**config.mk**
```make
export PLATFORM = sky130hd
export DESIGN_NAME = kb_matrix_scanner
export DESIGN_NICKNAME = d
export VERILOG_FILES = /design/src/rtl/kb_matrix_scanner.sv
export SDC_FILE = /design/constraint.sdc
export NUM_CORES = 1
export LEC_CHECK = 0
export CORE_MARGIN = 8
export CORE_UTILIZATION = 54
export CTS_CLUSTER_DIAMETER = 30
export DETAILED_ROUTE_END_ITERATION = 8
export PLACE_DENSITY_LB_ADDON = 0.25
export REMOVE_ABC_BUFFERS = 1
export SYNTH_ARGS = -nofsm -noshare
export SYNTH_HDL_FRONTEND = slang
export SYNTH_SLANG_ARGS = --single-unit
```
**constraint.sdc**
```tcl
create_clock -name clk -period 3.46 [get_ports clk]
set_input_delay 1.038 -clock clk [delete_from_list [all_inputs] [get_ports clk]]
set_output_delay 1.038 -clock clk [all_outputs]
set_load 0.01 [all_outputs]
```
**src/rtl/kb_matrix_scanner.sv**
```systemverilog
// kb_matrix_scanner: keypad matrix scanner with per-key debounce, auto-repeat and a press/release/repeat event FIFO
module kb_matrix_scanner #(
  parameter int ROWS         = 4,
  parameter int COLS         = 4,
  parameter int DEBOUNCE     = 2,
  parameter int FIFO_DEPTH   = 8,
  parameter int REPEAT_DELAY = 16,
  parameter int REPEAT_RATE  = 4,
  localparam int KW          = $clog2(ROWS*COLS)
) (
  input  logic                 clk,
  input  logic                 rst,
  input  logic                 scan_tick,
  input  logic [ROWS-1:0]      keyboard_row,
  output logic [COLS-1:0]      keyboard_col,
  input  logic                 repeat_en,
  output logic                 ev_valid,
  input  logic                 ev_ready,
  output logic [KW+1:0]        ev_data,
  output logic [ROWS*COLS-1:0] key_state,
  output logic                 any_pressed,
  output logic                 overflow,
  input  logic                 ovf_clr
);
  localparam int NK = ROWS*COLS;
  localparam int CW = $clog2(COLS);
  localparam int RW = $clog2(ROWS);
  localparam int PW = $clog2(FIFO_DEPTH);
  localparam int TW = $clog2(REPEAT_DELAY+1);
  localparam logic [1:0] S_IDLE = 2'd0, S_SAMPLE = 2'd1, S_PROC = 2'd2, S_ADV = 2'd3;

  logic [1:0]      r_state;
  logic [CW-1:0]   r_col;
  logic [RW-1:0]   r_row;
  logic [ROWS-1:0] r_sync1, r_sync2, r_samp;
  logic [3:0]      r_cnt [NK];
  logic [NK-1:0]   r_stable;
  logic [KW-1:0]   r_tgt;
  logic            r_tgt_v;
  logic [TW-1:0]   r_rep;
  logic [KW+1:0]   r_mem [FIFO_DEPTH];
  logic [PW:0]     r_wp, r_rp;
  logic            r_ovf;

  logic [KW-1:0]   w_key;
  logic            w_raw, w_cur, w_flip, w_wrap, w_rep_push, w_push, w_pop, w_full, w_wr, w_drop;
  logic [3:0]      w_cnt_nx;
  logic [TW-1:0]   w_rep_nx;
  logic [KW+1:0]   w_push_data;
  logic [PW:0]     w_level;

  assign w_key       = KW'(int'(r_row) * COLS + int'(r_col));
  assign w_raw       = ~r_samp[RW'(ROWS-1) - r_row];
  assign w_cur       = r_stable[w_key];
  assign w_cnt_nx    = r_cnt[w_key] + 4'd1;
  assign w_flip      = r_state == S_PROC && w_raw != w_cur && w_cnt_nx == 4'(DEBOUNCE);
  assign w_wrap      = r_state == S_ADV && r_col == CW'(COLS-1);
  assign w_rep_nx    = r_rep + 1'b1;
  assign w_rep_push  = w_wrap && r_tgt_v && repeat_en && w_rep_nx == TW'(REPEAT_DELAY);
  assign w_push      = w_flip | w_rep_push;
  assign w_push_data = w_rep_push ? {2'b10, r_tgt} : {1'b0, w_raw, w_key};
  assign w_level     = r_wp - r_rp;
  assign w_full      = w_level == (PW+1)'(FIFO_DEPTH);
  assign w_pop       = ev_valid & ev_ready;
  assign w_wr        = w_push & (~w_full | w_pop);
  assign w_drop      = w_push & w_full & ~w_pop;

  assign keyboard_col = ~(COLS'(1) << (CW'(COLS-1) - r_col));
  assign ev_valid     = w_level != '0;
  assign ev_data      = ev_valid ? r_mem[r_rp[PW-1:0]] : '0;
  assign key_state    = r_stable;
  assign any_pressed  = |r_stable;
  assign overflow     = r_ovf;

  always_ff @(posedge clk) begin
    if (rst) begin
      r_state <= S_IDLE;
      r_col   <= '0;
      r_row   <= '0;
      r_sync1 <= '1;
      r_sync2 <= '1;
      r_samp  <= '1;
    end else begin
      r_sync1 <= keyboard_row;
      r_sync2 <= r_sync1;
      r_state <= r_state == S_IDLE   ? (scan_tick ? S_SAMPLE : S_IDLE) :
                 r_state == S_SAMPLE ? S_PROC :
                 r_state == S_PROC   ? (r_row == RW'(ROWS-1) ? S_ADV : S_PROC) : S_IDLE;
      r_row   <= (r_state == S_PROC && r_row != RW'(ROWS-1)) ? r_row + 1'b1 : '0;
      if (r_state == S_SAMPLE) r_samp <= r_sync2;
      if (r_state == S_ADV) r_col <= r_col == CW'(COLS-1) ? '0 : r_col + 1'b1;
    end
  end

  always_ff @(posedge clk) begin
    if (rst) begin
      r_stable <= '0;
      for (int i = 0; i < NK; i++) r_cnt[i] <= '0;
    end else if (r_state == S_PROC) begin
      r_cnt[w_key] <= (w_raw == w_cur || w_flip) ? '0 : w_cnt_nx;
      if (w_flip) r_stable[w_key] <= w_raw;
    end
  end

  // Counter reloads to DELAY-RATE so later repeats land every RATE frames.
  always_ff @(posedge clk) begin
    if (rst) begin
      r_tgt   <= '0;
      r_tgt_v <= 1'b0;
      r_rep   <= '0;
    end else if (w_flip && w_raw) begin
      r_tgt   <= w_key;
      r_tgt_v <= 1'b1;
      r_rep   <= '0;
    end else if (w_flip && w_key == r_tgt) begin
      r_tgt_v <= 1'b0;
    end else if (w_wrap && r_tgt_v) begin
      r_rep <= !repeat_en ? '0 : w_rep_push ? TW'(REPEAT_DELAY - REPEAT_RATE) : w_rep_nx;
    end
  end

  always_ff @(posedge clk) if (w_wr) r_mem[r_wp[PW-1:0]] <= w_push_data;

  always_ff @(posedge clk) begin
    if (rst) begin
      r_wp  <= '0;
      r_rp  <= '0;
      r_ovf <= 1'b0;
    end else begin
      if (w_wr) r_wp <= r_wp + 1'b1;
      if (w_pop) r_rp <= r_rp + 1'b1;
      r_ovf <= w_drop | (r_ovf & ~ovf_clr);
    end
  end
endmodule

```
# Word-level counts from Yosys, hierarchy flattened
# Memories as Yosys holds them, arrays and structs flattened. A register that Yosys moved wholly into a read port is not among the register bits.
# Cells that the tools add are included.
[word_totals] in_bits=10 ramBits=112 n_memories=2 output_inout_bits=29 elab_cells=108 register_bits=53
[memory_table] memory="r_cnt" depth=16 width=4 read_ports=1 rd_ports_with_merged_regs=0 wr=16 line_no="36" source="logic [3:0] r_cnt [NK];"
[memory_table] memory="r_mem" depth=8 width=6 read_ports=1 rd_ports_with_merged_regs=1 wr=1 line_no="41" source="logic [KW+1:0] r_mem [FIFO_DEPTH];"
[classes] n_eq_ne=12 mux=32 n_reduce_logical=20 bitwise_logic=15 shifts=1 addsub=10 n_lt_le_gt_ge=3
[ops] operator="16-bit bitwise mux" count=1
[ops] operator="16-bit OR reduction" count=1
[ops] operator="1-bit 2-to-1 mux" count=15
[ops] operator="4-bit by 1-bit adder with 4-bit output (second input constant)" count=3
[ops] operator="4-bit 2-to-1 mux" count=3
[ops] operator="6-bit 2-to-1 mux" count=2
[ops] operator="1-bit logical AND" count=10
[ops] operator="5-bit 2-to-1 mux" count=2
[ops] operator="2-bit == test (second input constant)" count=4
[ops] operator="2-bit 2-to-1 mux" count=4
[ops] operator="3-bit 2-to-1 mux" count=2
[ops] operator="1-bit NOT" count=6
[ops] operator="5-bit by 1-bit adder with 5-bit output (second input constant)" count=1
[ops] operator="1-bit bitwise AND" count=5
[ops] operator="5-bit == test (second input constant)" count=1
[ops] operator="4-bit by 5-bit less-than comparator with 1-bit output (second input constant)" count=1
[ops] operator="2-bit by 1-bit adder with 2-bit output (second input constant)" count=2
[ops] operator="4-bit by 2-bit adder with 4-bit output" count=1
[ops] operator="1-bit binary-select mux with 4-bit select" count=1
[ops] operator="1-bit demux with 4-bit select" count=1
[ops] operator="4-bit by 2-bit == test with 1-bit output (second input constant)" count=1
[ops] operator="4-bit == test" count=1
[ops] operator="4-bit == test (second input constant)" count=1
[ops] operator="4-bit by 1-bit greater-or-equal comparator with 1-bit output (second input constant)" count=1
[ops] operator="18 further kinds" count=23

# Depth between registers and ports, before layout
[depth] ltp_word=11 ltp_mapped=14 mapped_depth_nobuf=11

# Worst setup path after synthesis
# Ideal clock, no wire load.
[synth_timing] kind="reg-to-reg" from="reg r_col[0]" to="mem r_mem[6][0] (netlist name) (enable)" setup_slack_ns=-0.034 synth_period_minus_slack_ns=3.494 setup_time_ns=0.378 stages_incl_launch_ff=12 t_arrival_ns=3.116 required_time_ns=3.082 n_path_buf=1 cell_sequence="dfxtp_1 > buf_4 > mux4_2 > mux2i_1 > mux2_2 > inv_1 > ha_1 > xor2_1 > a31oi_1 > nor3_2 > nand2_1 > nor3b_1"
[synth_between] elab_chain_len=10 word_cells_on_any_way=18 classes_between="add/sub: 2; eq/ne: 3; mux: 4; bitwise: 2; reduce/logical: 6; memory: 1"
[synth_rtl] element="start: declaration" line_no="33" source="logic [CW-1:0] r_col;"
[synth_rtl] element="start signal: assignment" line_no="91" source="if (r_state == S_ADV) r_col <= r_col == CW'(COLS-1) ? '0 : r_col + 1'b1;"
[synth_rtl] element="parallel branches: the longest is 6 deep, another holds 4-bit by 2-bit adder with 4-bit output"
[synth_rtl] element="1-bit OR *" line_no="60" source="assign w_push = w_flip | w_rep_push;"
[synth_rtl] element="1-bit bitwise AND *" line_no="65" source="assign w_wr = w_push & (~w_full | w_pop);"
[synth_rtl] element="1-bit 2-to-1 mux *" line_no="122" source="always_ff @(posedge clk) if (w_wr) r_mem[r_wp[PW-1:0]] <= w_push_data;"
[synth_rtl] element="1-bit 2-to-1 mux (implied by the code) *" line_no="122"
[synth_rtl] element="end: declaration" line_no="41"
# Mark *: on every way between the ends. The select of a mux whose other input is x is not followed.

# Worst setup path in the final report
[layout_timing] from="reg r_rp[1]" to="out ev_data[2]"
[layout_between] elab_chain_len=3
[layout_rtl] element="start: declaration" line_no="42" source="logic [PW:0] r_wp, r_rp;"
[layout_rtl] element="start signal: assignment" line_no="131" source="if (w_pop) r_rp <= r_rp + 1'b1;"
[layout_rtl] element="4-bit subtractor" line_no="62" source="assign w_level = r_wp - r_rp;"
[layout_rtl] element="4-bit nonzero test" line_no="69" source="assign ev_valid = w_level != '0;"
[layout_rtl] element="6-bit 2-to-1 mux" line_no="70" source="assign ev_data = ev_valid ? r_mem[r_rp[PW-1:0]] : '0;"
[layout_rtl] element="end: declaration" line_no="19" source="output logic [KW+1:0] ev_data,"
# Every way passes these cells.

==> impl_metrics.xml <==
<?xml version="1.0" encoding="UTF-8"?>
<metrics>
  <group name="run_status">
    <metric name="status" unit="">complete, no violations</metric>
  </group>
  <group name="worst_setup_path">
    <metric name="timing.critical_path.slowest_stage_cell" unit="">dfxtp_2</metric>
    <metric name="cp_cell_sequence" unit="">inv_1 &gt; ha_1 &gt; nor2b_1 &gt; o21a_1 &gt; nor2_1 &gt; xor2_1 &gt; and2_4 &gt; nor2_1 &gt; dlygate4sd2_1</metric>
    <metric name="reg2reg_setup_slack" unit="ns">0.23</metric>
    <metric name="setup.worst_path.end" unit="">ev_data[2]</metric>
    <metric name="r2r_cells" unit="">12</metric>
    <metric name="timing.critical_path.fanout_max" unit="">7</metric>
    <metric name="critPathLaunch" unit="">r_rp[1]$_SDFFE_PP0N_</metric>
    <metric name="cp.buffers_inverters" unit="">2</metric>
    <metric name="data_arrival_at_the_endpoint_of_the_critical_path" unit="ns">2.30</metric>
    <metric name="crit_path_max_incr_delay" unit="ns">0.36</metric>
    <metric name="critPathKind" unit="">register to primary output</metric>
    <metric name="worst_r2r_endpoint" unit="">r_mem[6][5]$_DFFE_PP_</metric>
    <metric name="crit_cells" unit="">9</metric>
    <metric name="path_common_cell" unit="">nor2_1</metric>
    <metric name="critPathTopFamily" unit="">simple AND/OR/NAND/NOR gates</metric>
    <metric name="startpoint_type" unit="">register</metric>
    <metric name="rr_startpoint" unit="">r_col[0]$_SDFFE_PP0N_</metric>
    <metric name="endpoint_kind" unit="">primary output</metric>
    <metric name="required_time_of_the_critical_path" unit="ns">2.42</metric>
  </group>
  <group name="placement">
    <metric name="io_buffer_count" unit="">38</metric>
    <metric name="finalWeightedCongestion" unit="">0.832</metric>
    <metric name="detailed_place_hpwl" unit="microns">12200</metric>
  </group>
  <group name="logic_synthesis">
    <metric name="post_synth_main_area_contributors" unit="">edfxtp_1, dfxtp_1, mux4_2</metric>
    <metric name="post-synth-top-area-cell" unit="">edfxtp_1</metric>
    <metric name="ys_dominant_reg_cell" unit="">edfxtp_1</metric>
    <metric name="postSynthAreaPerCell" unit="sq um">12.4</metric>
    <metric name="syn_area" unit="sq um">7760</metric>
    <metric name="number_of_enable_flip_flop_cells_after_synthesis" unit="">112</metric>
    <metric name="post-synth-top-area-fraction" unit="%">43.3</metric>
    <metric name="asyncSetResetFlopFracSynth" unit="%">0</metric>
    <metric name="yosys.cell_types.count" unit="">57</metric>
    <metric name="synth_seq_cells" unit="">168</metric>
    <metric name="synth_cells" unit="">625</metric>
    <metric name="synth_warnings" unit="">0</metric>
    <metric name="synth.yosys.seq_area_share" unit="%">57.8</metric>
  </group>
  <group name="floorplan">
    <metric name="placementRows" unit="">44</metric>
    <metric name="initial_utilization" unit="%">54.4</metric>
    <metric name="num_io_pins" unit="">39</metric>
    <metric name="die-height" unit="microns">136</metric>
    <metric name="die_w" unit="microns">136</metric>
    <metric name="die_area" unit="sq um">18500</metric>
    <metric name="core-area" unit="sq um">14300</metric>
  </group>
  <group name="power_and_ir_drop">
    <metric name="power.static_leakage" unit="nW">3.28</metric>
    <metric name="power.density" unit="nW/um^2">499</metric>
    <metric name="max_vdd_drop" unit="uV">404</metric>
    <metric name="power.total" unit="mW">4.51</metric>
  </group>
  <group name="layout">
    <metric name="syn2layout_area_growth" unit="%">16.5</metric>
    <metric name="drive_gt1_share" unit="%">18.6</metric>
    <metric name="mostFrequentLayoutCell" unit="">edfxtp_1</metric>
    <metric name="layout_common_cells" unit="">edfxtp_1, nor2_1, dfxtp_1</metric>
    <metric name="diodes" unit="">0</metric>
    <metric name="layout.nets" unit="">704</metric>
  </group>
  <group name="clock_network">
    <metric name="htree_levels" unit="">4</metric>
    <metric name="cts_tree" unit="">yes</metric>
    <metric name="worst_setup_hold_path_clk_slew" unit="ns">0.07</metric>
    <metric name="holdBufCountCts" unit="">0</metric>
    <metric name="cts_sinks" unit="">168</metric>
    <metric name="max-clock-path-buffers" unit="">2</metric>
    <metric name="cts-root-buf" unit="">clkbuf_16</metric>
    <metric name="clock_latency" unit="ns">0.43</metric>
    <metric name="tritoncts.num_buffers" unit="">17</metric>
  </group>
  <group name="sta">
    <metric name="hold_viol_final" unit="">0</metric>
    <metric name="grt_setup_unrepaired" unit="">no</metric>
    <metric name="hold_ws" unit="ns">0.414</metric>
    <metric name="finalCriticalPeriod" unit="ns">3.34</metric>
    <metric name="endpoints_failing_setup" unit="">0</metric>
    <metric name="slew_viol_final" unit="">0</metric>
    <metric name="timing.slew.headroom" unit="%">19.2</metric>
    <metric name="peak_freq" unit="MHz">299</metric>
    <metric name="worst-slew-pin-transition" unit="ns">1.20</metric>
    <metric name="final.period_utilization" unit="%">96.6</metric>
    <metric name="clock-skew-final" unit="ns">0.0125</metric>
  </group>
  <group name="grt">
    <metric name="grt_max_degree" unit="">37</metric>
    <metric name="grt_pass1_wl" unit="microns">28200</metric>
    <metric name="total_grt_overflow" unit="">0</metric>
    <metric name="antenna_violations_before_repair" unit="">0</metric>
    <metric name="globalRouteTotalUtil" unit="%">20.0</metric>
    <metric name="first_global_vias" unit="">5042</metric>
  </group>
  <group name="drt">
    <metric name="routed_wirelength" unit="microns">17700</metric>
    <metric name="drc" unit="">0</metric>
    <metric name="routed_via_density" unit="">5.89</metric>
    <metric name="dr_total_vias" unit="">5130</metric>
    <metric name="drt_pre_antenna_iters" unit="">4</metric>
    <metric name="detail-route-antenna-nets" unit="">0</metric>
    <metric name="drtIter0Drc" unit="">467</metric>
    <metric name="routed_wire_length_per_instance" unit="microns">20.3</metric>
  </group>
  <group name="job">
    <metric name="max_cap_violations" unit="">0</metric>
  </group>
  <group name="worst_hold_path">
    <metric name="hp-class" unit="">register to register</metric>
  </group>
</metrics>
==> synth_stat cells (12+ instances only) <==
master and n:
clkbuf_1 24, o21ai_0 12, nor2_1 93, dfxtp_1 56, inv_1 15, nand2_1 47
mux4_2 31, mux2i_1 48, nand3_1 38, ha_1 20, edfxtp_1 112
==> worst min path at each step <==
stage / start / cells past startpoint / slack [ns] / endpoint
after floorplan: r_sync1[0]$_SDFF_PP1_ / 1 / 0.39 / r_sync2[0]$_SDFF_PP1_
after global placement: r_sync1[3]$_SDFF_PP1_ / 1 / 0.39 / r_sync2[3]$_SDFF_PP1_
after detailed placement: r_sync1[1]$_SDFF_PP1_ / 1 / 0.40 / r_sync2[1]$_SDFF_PP1_
after CTS: r_sync1[1]$_SDFF_PP1_ / 1 / 0.41 / r_sync2[1]$_SDFF_PP1_
after global routing: r_sync1[1]$_SDFF_PP1_ / 1 / 0.43 / r_sync2[1]$_SDFF_PP1_
final: r_sync1[1]$_SDFF_PP1_ / 1 / 0.41 / r_sync2[1]$_SDFF_PP1_
==> cell type report <==
cell class / instances / area, sq um
fillers: 1063 / 5220
flip-flops and latches: 168 / 4490
multi-input cells: 395 / 3010
repair buffers: 73 / 672
clock buffers: 19 / 433
well taps: 184 / 230
clock inverters: 13 / 130
inverters: 19 / 71.3
==> repair_timing <==
item / 4_1_cts / 5_1_grt
pin swaps: 0 / 1
resized for setup: 11 / 4
endpoints found under the setup margin: 7 / 31
setup buffers: 0 / 0
==> stage by stage <==
stage	cell area, sq um	TNS, ns	std cells	setup slack [ns]	util, %
global route	9040	0	871	0.00996	63.4
global placement	8460	0	839	0.172	59.3
floorplan	7550	-62.53	582	-0.955	-
finish	9040	0	871	0.118	63.4
CTS	9020	0	871	0.0367	63.2
detailed placement	8460	0	839	0.129	59.3
==> worst register-to-register path: cells and delay by family, from the launching register on <==
kind | cells | cell delay [ns]
mux | 1 | 0.52
buf+inv | 3 | 0.45
xor+xnor | 1 | 0.23
compound gates | 2 | 0.34
simple gates | 4 | 0.85
flops | 1 | 0.34
fa+ha+maj | 1 | 0.21
==> state kept, by name, indices dropped and copies added (netlist names), named ones only <==
name and flops:
r_sync2 4, overflow 1, r_rp 4, r_tgt 4
key_state 16, r_samp 4, r_tgt_v 1, r_rep 5
r_cnt 64, r_state 2, r_sync1 4, r_mem 48
r_col 2, r_row 2, r_wp 4
==> layer usage <==
metal	track usage (%)	share of wire [%]	vias to the layer above
li1	-	-	2365
met4	5.67	1.2	0
met5	0	0	-
met1	26.8	44	2546
met2	31.6	48	204
met3	5.06	7.0	15
==> report_power, final <==
group          total [mW]  internal [mW]  switching (mW)
sequential           2.21           2.17          0.0335
clock                1.83           1.01           0.818
combinational       0.471          0.218           0.253
total                4.51           3.40            1.10
==> cell families after synthesis <==
family / after synthesis / synth area share, %
buffers and inverters: 62 / 3.66
multiplexers: 82 / 15.6
AO/OA/AOI/OAI: 41 / 3.34
adder cells (fa/ha/maj): 20 / 3.23
XOR/XNOR: 12 / 1.45
flip-flops: 168 / 57.8
AND/OR/NAND/NOR: 240 / 14.9
Power figures use the tool's default switching activity.
